--- config.mk ---
export PLATFORM = sky130hd
export DESIGN_NAME = vga_state_seq
export DESIGN_NICKNAME = d
export VERILOG_FILES = /design/src/rtl/vga_state_seq_pkg.sv /design/src/rtl/vga_state_seq_btn_debounce.sv /design/src/rtl/vga_state_seq.sv
export SDC_FILE = /design/constraint.sdc
export NUM_CORES = 1
export LEC_CHECK = 0
export CAP_MARGIN = 20
export CORE_AREA = 2 2 39 41
export DETAILED_ROUTE_END_ITERATION = 8
export DIE_AREA = 0 0 41 43
export GPL_ROUTABILITY_DRIVEN = 0
export HOLD_SLACK_MARGIN = 0.08
export PLACE_DENSITY = 0.64
export RECOVER_POWER = 100
export SYNTH_ARGS = -nofsm -noshare
export SYNTH_HDL_FRONTEND = slang
export SYNTH_HIERARCHICAL = 1
export SYNTH_SLANG_ARGS = --single-unit
--- constraint.sdc ---
create_clock -name clk -period 2.7 [get_ports clk]
set_input_delay 0.54 -clock clk [delete_from_list [all_inputs] [get_ports clk]]
set_output_delay 0.54 -clock clk [all_outputs]
set_load 0.05 [all_outputs]
--- src/rtl/vga_state_seq_pkg.sv ---
// Shared VGA definitions: H/V timing constants, H/V state and colour-state encodings,
// plus the button debouncer state encoding used by vga_state_seq.
package vga_state_seq_pkg;

  localparam int unsigned H_VISIBLE = 640;
  localparam int unsigned H_FRONT   = 16;
  localparam int unsigned H_PULSE   = 96;
  localparam int unsigned H_BACK    = 48;
  localparam int unsigned V_VISIBLE = 480;
  localparam int unsigned V_FRONT   = 10;
  localparam int unsigned V_PULSE   = 2;
  localparam int unsigned V_BACK    = 33;

  typedef enum logic [1:0] {H_VIS = 2'd0, H_FP = 2'd1, H_SYNC = 2'd2, H_BP = 2'd3} h_state_e;
  typedef enum logic [1:0] {V_VIS = 2'd0, V_FP = 2'd1, V_SYNC = 2'd2, V_BP = 2'd3} v_state_e;

  typedef enum logic [1:0] {
    COL_RED   = 2'd0,
    COL_GREEN = 2'd1,
    COL_BLUE  = 2'd2,
    COL_WHITE = 2'd3
  } col_e;

  typedef enum logic [1:0] {
    DB_IDLE    = 2'd0,
    DB_ARM_HI  = 2'd1,
    DB_PRESSED = 2'd2,
    DB_ARM_LO  = 2'd3
  } db_state_e;

  // Colour sequence order; wraps white back to red.
  function automatic logic [1:0] next_col(input logic [1:0] col);
    return col + 2'd1;
  endfunction

endpackage

--- src/rtl/vga_state_seq_btn_debounce.sv ---
// Button debouncer: a level must hold for DEBOUNCE_CYCLES cycles in an ARM state to be accepted;
// a registered press_pulse fires once per accepted press.
module btn_debounce
  import vga_state_seq_pkg::*;
#(
  parameter int unsigned DEBOUNCE_CYCLES = 250000
) (
  input  logic clk,
  input  logic rst,
  input  logic btn_sync,
  output logic press_pulse
);

  localparam int unsigned CNT_W = $clog2(DEBOUNCE_CYCLES);
  localparam logic [CNT_W-1:0] CNT_LAST = CNT_W'(DEBOUNCE_CYCLES - 1);

  db_state_e        state;
  db_state_e        state_nxt;
  logic [CNT_W-1:0] cnt;
  logic [CNT_W-1:0] cnt_nxt;
  logic             press_nxt;

  always_ff @(posedge clk) begin
    if (rst) begin
      state       <= DB_IDLE;
      cnt         <= '0;
      press_pulse <= 1'b0;
    end else begin
      state       <= state_nxt;
      cnt         <= cnt_nxt;
      press_pulse <= press_nxt;
    end
  end

  // A bounce in an ARM state falls back to the originating state with the count cleared.
  always_comb begin
    state_nxt = state;
    cnt_nxt   = '0;
    press_nxt = 1'b0;
    case (state)
      DB_IDLE: begin
        if (btn_sync) state_nxt = DB_ARM_HI;
      end
      DB_ARM_HI: begin
        if (!btn_sync) begin
          state_nxt = DB_IDLE;
        end else if (cnt == CNT_LAST) begin
          state_nxt = DB_PRESSED;
          press_nxt = 1'b1;
        end else begin
          cnt_nxt = cnt + CNT_W'(1);
        end
      end
      DB_PRESSED: begin
        if (!btn_sync) state_nxt = DB_ARM_LO;
      end
      DB_ARM_LO: begin
        if (btn_sync) begin
          state_nxt = DB_PRESSED;
        end else if (cnt == CNT_LAST) begin
          state_nxt = DB_IDLE;
        end else begin
          cnt_nxt = cnt + CNT_W'(1);
        end
      end
      default: state_nxt = DB_IDLE;
    endcase
  end

endmodule

--- src/rtl/vga_state_seq.sv ---
// Frame-synchronous colour-state sequencer; vga_state only moves on a vsync falling edge.
// Optional manual-advance button is built only when VGA_SEQ_BTN_EN is defined.
module vga_state_seq
  import vga_state_seq_pkg::*;
#(
  parameter int unsigned FRAMES_PER_STEP = 60,
  parameter int unsigned DEBOUNCE_CYCLES = 250000
) (
  input  logic       clk,
  input  logic       rst,
  input  logic       vsync,
  input  logic       pause,
  input  logic       btn_next,
  output logic [1:0] vga_state,
  output logic       frame_tick,
  output logic       step_tick
);

  localparam int unsigned FCNT_W = $clog2(FRAMES_PER_STEP + 1);
  localparam logic [FCNT_W-1:0] FCNT_LAST = FCNT_W'(FRAMES_PER_STEP - 1);

  logic              vsync_q;
  logic [FCNT_W-1:0] fcnt;
  logic              fb;
  logic              auto_step;
  logic              pending;
  logic              do_step;

  assign fb        = vsync_q && !vsync;
  assign auto_step = fb && !pause && (fcnt == FCNT_LAST);
  assign do_step   = auto_step || pending;

`ifdef VGA_SEQ_BTN_EN
  logic btn_meta;
  logic btn_sync;
  logic press_pulse;

  always_ff @(posedge clk) begin
    if (rst) begin
      btn_meta <= 1'b0;
      btn_sync <= 1'b0;
    end else begin
      btn_meta <= btn_next;
      btn_sync <= btn_meta;
    end
  end

  btn_debounce #(
    .DEBOUNCE_CYCLES(DEBOUNCE_CYCLES)
  ) u_btn_debounce (
    .clk        (clk),
    .rst        (rst),
    .btn_sync   (btn_sync),
    .press_pulse(press_pulse)
  );

  // Single-bit request: extra presses within one frame collapse into one step.
  always_ff @(posedge clk) begin
    if (rst) begin
      pending <= 1'b0;
    end else if (fb) begin
      pending <= press_pulse;
    end else if (press_pulse) begin
      pending <= 1'b1;
    end
  end
`else
  logic unused_btn_next;
  assign unused_btn_next = btn_next;
  assign pending         = 1'b0;
`endif

  always_ff @(posedge clk) begin
    if (rst) begin
      vsync_q    <= 1'b1;
      fcnt       <= '0;
      vga_state  <= COL_RED;
      frame_tick <= 1'b0;
      step_tick  <= 1'b0;
    end else begin
      vsync_q    <= vsync;
      frame_tick <= fb;
      step_tick  <= fb && do_step;
      if (fb && !pause) begin
        fcnt <= auto_step ? '0 : fcnt + FCNT_W'(1);
      end
      if (fb && do_step) begin
        vga_state <= next_col(vga_state);
      end
    end
  end

endmodule

==> summary.md, run 1 <==
| Metric | Value |
|---|---|
| Tightest Pin Transition | 509 ps |
| Post-synthesis simple-gate area fraction | 29.0% |
| Crit path largest cell delay | 590 ps |
| Remaining DRCs | 0 |
| PostCTS Resize Cnt | 0 |
| Starting Density | 36.5% |
| Final Routed Wirelength | 905 microns |
| Crit share post-route | 79.3% |
| Syn avg cell area | 8.72 sq um |
| Top-Level Pins | 9 |
| Hold WC Path Type | flop to flop |
| TNS Setup | 0 ps |
| Initial antenna violation count | 0 |
| Layout cell share with drive strength beyond 1 | 4.48% |
| WL/cell | 10.9 microns |
| Top FF cell, synth | dfxtp_1 |
| Vias | 416 |
| # Max-Cap Violations | 0 |
| CTS max path bufs | 2 |
| Hold Vio Cnt, Final | 0 |
| Fin Hold WS | 483 ps |
| Adder-Cell Fraction of Synth Area | 2.48% |
| R2R Path Start | vsync_q$_SDFF_PP1_ |
| WP data required | 2850 ps |
| Top Layer Used | met4 |
| Hold-fix buffers, CTS | 0 |
| Crit-path cells | dlygate4sd3_1, or3b_1, nor4_1, mux2_1 |
| P&R area growth vs syn | 21.3% |
| Status | finished, final reports clean |
| Post-route ant nets | 0 |
| Met3 Routed Length | 15 microns |
| CTS tree | built |
| Die Area | 1760 sq um |
| Setup bufs post-CTS | 0 |
| Asr flop ratio synth | 0% |
| Ys Warns | 6 |
| # port buffers | 7 |
| Syn Nets | 64 |
| Gr usage total | 13.3% |
| CP Capture Type | flop |
| Final Util | 44.3% |
| DPL Wire Length | 629 microns |
| FF+latch area | 220 sq um |
| Post-Syn Area | 505 sq um |
| Worst-path clk slew | 70 ps |
| Setup Skew | 4.16 ps |
| Clk sinks | 11 |
| Row Count | 14 |
| H-tree level count | 1 |
| Ant diodes | 0 |
| Largest family of logic cells by synthesized area | simple AND/OR/NAND/NOR gates |
| Global-route wire length before repair | 1600 microns |
| Post-synth cell types | 25 |
| # fillers | 144 |
| RSZ-0062 raised after global routing | false |
| Tmin final | 2140 ps |
| Slew HR | 66.0% |
| Leak | 0.211 nW |
| Max VDD drop | 217 uV |
| Worst skew pair latency | 260 ps |
| Final nets | 74 |
| Crit path DAT | 2290 ps |
| FF-to-FF End | vga_state[1]$_SDFFE_PP0P_ |
| DR WL met2 | 408 microns |
| Crit path kind | primary input to flop |
| Clock Tree Root | clkbuf_4 |
| Initial drt markers | 6 |
| Post-synthesis register bit count | 11 |
| Sequential element share of the synthesized area | 43.6% |
| Largest net degree at the start of global routing | 13 |
| Vias in the first global route | 379 |
| Worst setup SP type | primary input |
| Critical Path Sink | vga_state[1]$_SDFFE_PP0P_ |
| Final Setup Violations | 0 |
| Top-count cell post-synth | dfxtp_1 |
| Cts bufs inserted | 3 |
| Maximum operating frequency | 0.467 GHz |
| Post-synth EDFFs | 0 |
| Mux contribution to synthesized area | 2.23% |
| Worst R2R Path Depth | 3 |
| Compound-Gate Fraction of Synth Area | 17.3% |
| Slew Viols, Final | 0 |
| Top post-synthesis cells by count | 11 x dfxtp_1, 6 x a21oi_1, 5 x inv_1, 5 x nand2_1 |
| Crit path launch | vsync |
| Die Y | 43 microns |
| Area of the multi-input gates | 258 sq um |
| XOR/XNOR Fraction of Synth Area | 0% |
| Area leader, netlist | dfxtp_1 |
| DRT Pass-1 Iters | 3 |
| Chip width | 41 microns |
| Cells after synthesis | 58 |
| CP max FO | 7 |
| Share of the synthesized area in the top cell type | 43.6% |
| Pwr/cell area | 497 nW/um^2 |
| Crit path max-delay cell type | dlygate4sd3_1 |
| M1 wire length | 472 microns |
| Largest cells by area after synthesis | dfxtp_1 44%, a21oi_1 5.9%, o31ai_1 4.5% |
| R2r setup slk | 1100 ps |
| Core ar. | 1380 sq um |
| Grt ovf | 0 |
| Via/cell ratio | 5.01 |
sequential cells by signal, indices dropped and copies added, names as in the netlist:
register and count:
frame_tick 1, vsync_q 1, step_tick 1, fcnt 6, vga_state 2
layout by cell type (no fill, tap or decap), drive strengths merged, types with 3 or more instances in the layout:
cell type / synthesis / layout
o31ai: 3 / 3
dfxtp: 11 / 11
a21oi: 6 / 6
dlygate4sd3: 0 / 6
or4: 3 / 3
clkbuf: 1 / 4
nor2: 3 / 3
inv: 5 / 5
nand2: 5 / 5
final cells by class:
cell class                 count  share of cell area [%]
tap                           16                    3.27
sequential                    11                    35.9
inverter                       5                    3.06
timing repair buffer           7                    11.4
clock buffer                   4                    4.29
multi-input combinational     40                    42.0
routing by layer:
layer  vias up  global-route usage (%)
met5         -                       0
met1       182                    19.5
li1        228                       -
met3         2                    3.14
met4         0                    8.00
met2         4                    16.9
worst min path at each step:
stage                          from                    to  cells after the start
3_3_place_gp   fcnt[1]$_SDFFE_PP0P_  fcnt[1]$_SDFFE_PP0P_                      2
2_1_floorplan  fcnt[1]$_SDFFE_PP0P_  fcnt[1]$_SDFFE_PP0P_                      2
6_report       fcnt[1]$_SDFFE_PP0P_  fcnt[1]$_SDFFE_PP0P_                      2
4_1_cts        fcnt[1]$_SDFFE_PP0P_  fcnt[1]$_SDFFE_PP0P_                      2
3_5_place_dp   fcnt[1]$_SDFFE_PP0P_  fcnt[1]$_SDFFE_PP0P_                      2
5_1_grt        fcnt[1]$_SDFFE_PP0P_  fcnt[1]$_SDFFE_PP0P_                      2
where the power goes:
group          total, mW  internal [mW]  leakage, nW  switching (mW)
combinational     0.0238         0.0106        0.106          0.0133
sequential         0.170          0.166       0.0894         0.00355
clock              0.111         0.0570       0.0150          0.0536
per-stage QoR:
| stage | total power [mW] | std cells | worst slack (ps) | area (sq um) |
|---|---|---|---|---|
| 6_report | 0.304 | 83 | 560 | 613 |
| 3_3_place_gp | 0.198 | 79 | 391 | 587 |
| 5_1_grt | 0.323 | 83 | 471 | 613 |
| 2_1_floorplan | 0.189 | 58 | 935 | 505 |
| 4_1_cts | 0.313 | 83 | 681 | 613 |
| 3_5_place_dp | 0.199 | 79 | 389 | 587 |
critical path: cells and delay by family:
kind | cells | cell delay [ps]
multiplexers | 1 | 340
AND/OR/NAND/NOR | 2 | 820
buffers and inverters | 1 | 590
logic make-up (layout without fill, tap and decap cells):
kind of cell,Yosys count,count (layout)
muxes,1,1
adders and majority gates,1,1
and+or+nand+nor,24,24
DFF,11,11
AOI/OAI and AO/OA,14,14
buffers and inverters,7,16
Power figures use the tool's default switching activity.
==> inputs of run 2 (changes only) <==
PLACE_DENSITY = 0.66   (was 0.64)
clock period = 1.9 ns   (was 2.7 ns; I/O delays follow)
==> run 2 against run 1 <==
Against the previous run: clock-buffer cell count is the same; worst hold slack is essentially flat; utilization grew 2.8 points; total power grew 44%; sequential share of layout area shrank 2.1 points; design area grew 6.3%; clock skew grew 1.1 ps; sequential power grew 42%; critical endpoint is now frame_tick; highest routed layer unchanged.
==> summary.md, run 2 (synthesis results as in run 1) <==
| Metric | Value |
|---|---|
| Status | finished, final reports clean |
| Tightest Pin Transition | 588 ps |
| Hold-fix buffers, CTS | 0 |
| Placed Instance Area | 637 sq um |
| Crit path max-delay cell type | dlygate4sd3_1 |
| CTS tree | built |
| Setup Skew | 5.28 ps |
| Row Count | 14 |
| Setup bufs post-CTS | 0 |
| FF+latch area | 220 sq um |
| Die Area | 1760 sq um |
| PostCTS Resize Cnt | 0 |
| Initial drt markers | 16 |
| Area of the multi-input gates | 258 sq um |
| Top-Level Pins | 9 |
| Slew Viols, Final | 0 |
| RSZ-0062 raised after global routing | false |
| Final Setup Violations | 0 |
| Worst-path clk slew | 70 ps |
| Max VDD drop | 401 uV |
| Gr usage total | 14.7% |
| P&R area growth vs syn | 29.0% |
| Grt ovf | 0 |
| Family with the most delay on the worst path | buffers and inverters |
| Starting Density | 36.5% |
| Leak | 0.226 nW |
| Global-route wire length before repair | 1690 microns |
| Crit path largest cell delay | 860 ps |
| Hold Vio Cnt, Final | 0 |
| Final instance area | 652 sq um |
| # Max-Cap Violations | 0 |
| Fin Hold WS | 483 ps |
| Crit share post-route | 95.3% |
| Cts bufs inserted | 3 |
| Maximum operating frequency | 0.552 GHz |
| Initial antenna violation count | 0 |
| Non-Filler Instances | 90 |
| Via/cell ratio | 5.29 |
| # port buffers | 7 |
| Die Y | 43 microns |
| WL/cell | 10.6 microns |
| Layout cell share with drive strength beyond 1 | 10.8% |
| Worst setup SP type | flop |
| Post-placement cell count | 86 |
| Slew HR | 61.0% |
| H-tree level count | 1 |
| Crit path DAT | 1430 ps |
| # fillers | 141 |
| DPL Wire Length | 751 microns |
| Bufs and invs on worst path | 1 |
| Tmin final | 1810 ps |
| Chip width | 41 microns |
| Crit path kind | flop to output port |
| Core ar. | 1380 sq um |
| Top reg by flops | fcnt |
| CP max FO | 1 |
| Post-route ant nets | 0 |
| CP Capture Type | output port |
| Pwr/cell area | 674 nW/um^2 |
| Registers with the most flip-flops | fcnt: 6 flops, vga_state: 2 flops |
| Clk sinks | 11 |
| CTS max path bufs | 2 |
| Vias in the first global route | 430 |
| Clock Tree Root | clkbuf_4 |
| Vias | 476 |
| Most common cell after layout, fill and taps aside | dfxtp_1 |
| Ant diodes | 0 |
| Worst skew pair latency | 270 ps |
| Hold WC Path Type | flop to flop |
| Crit-path cells | dlygate4sd3_1 |
| Final Routed Wirelength | 958 microns |
| DRT Pass-1 Iters | 4 |
| Commonest non-fill, non-tap cells in the layout | 11 x dfxtp_1, 6 x a21oi_1, 5 x nand2_1, 5 x inv_1, 5 x clkbuf_4 |
| WP data required | 1520 ps |
| Max reg flops | 6 |
| Final nets | 81 |
| Remaining DRCs | 0 |
| Largest net degree at the start of global routing | 11 |
## run 2: cell count changes in the layout (fill, tap and decap cells not counted)
cell | previous run | this run
buf_4 | 0 | 3
clkbuf_1 | 1 | 4
dlygate4sd3_1 | 6 | 3
clkbuf_4 | 3 | 5
clkdlybuf4s50_1 | 1 | 3
## run 2: cell type report
| type | count | share of cell area, % |
|---|---|---|
| flip-flops and latches | 11 | 33.8 |
| multi-input cells | 40 | 39.5 |
| well taps | 16 | 3.07 |
| inverters | 5 | 2.88 |
| clock buffers | 4 | 4.03 |
| repair buffers | 14 | 16.7 |
## run 2: report_power, final
group / internal [mW] / switching, mW
sequential: 0.237 / 0.00517
combinational: 0.0214 / 0.0206
clock: 0.0812 / 0.0744
total: 0.339 / 0.100
## run 2: path summary, 6_finish.rpt
| path | slack (ps) | depth (start not counted) | endpoint | startpoint |
|---|---|---|---|---|
| worst max-delay path | 90 | 1 | frame_tick | frame_tick$_SDFF_PP0_ |
| worst min-delay path | 480 | 2 | fcnt[1]$_SDFFE_PP0P_ | fcnt[1]$_SDFFE_PP0P_ |
| worst max register to register | 350 | 3 | vga_state[1]$_SDFFE_PP0P_ | vsync_q$_SDFF_PP1_ |
| worst min register to register | 480 | 2 | fcnt[1]$_SDFFE_PP0P_ | fcnt[1]$_SDFFE_PP0P_ |
## run 2: metal layers
layer	part of all wire (%)	track usage, %	wire length (microns)	vias to the layer above
met1	44	15.5	423	218
li1	-	-	-	248
met5	0	0	0	-
met2	50	22.2	480	8
met4	1.4	6.00	13	0
met3	4.3	9.42	41	2
## run 2: stage by stage
stage | setup WS (ps) | utilization, % | setup TNS (ps) | power (mW)
after global placement | -128 | 46.0 | -205 | 0.291
after floorplan | 295 | - | 0 | 0.269
after global routing | 28.0 | 47.1 | 0 | 0.467
after CTS | 79.3 | 47.9 | 0 | 0.453
final | 88.5 | 47.1 | 0 | 0.439
after detailed placement | -171 | 46.0 | -262 | 0.293
==> inputs of run 3 (changes only) <==
SLEW_MARGIN = 40   (was unset)
==> results of run 3 <==
Same layout as run 2: the final DEF is identical, and so are final timing and power.
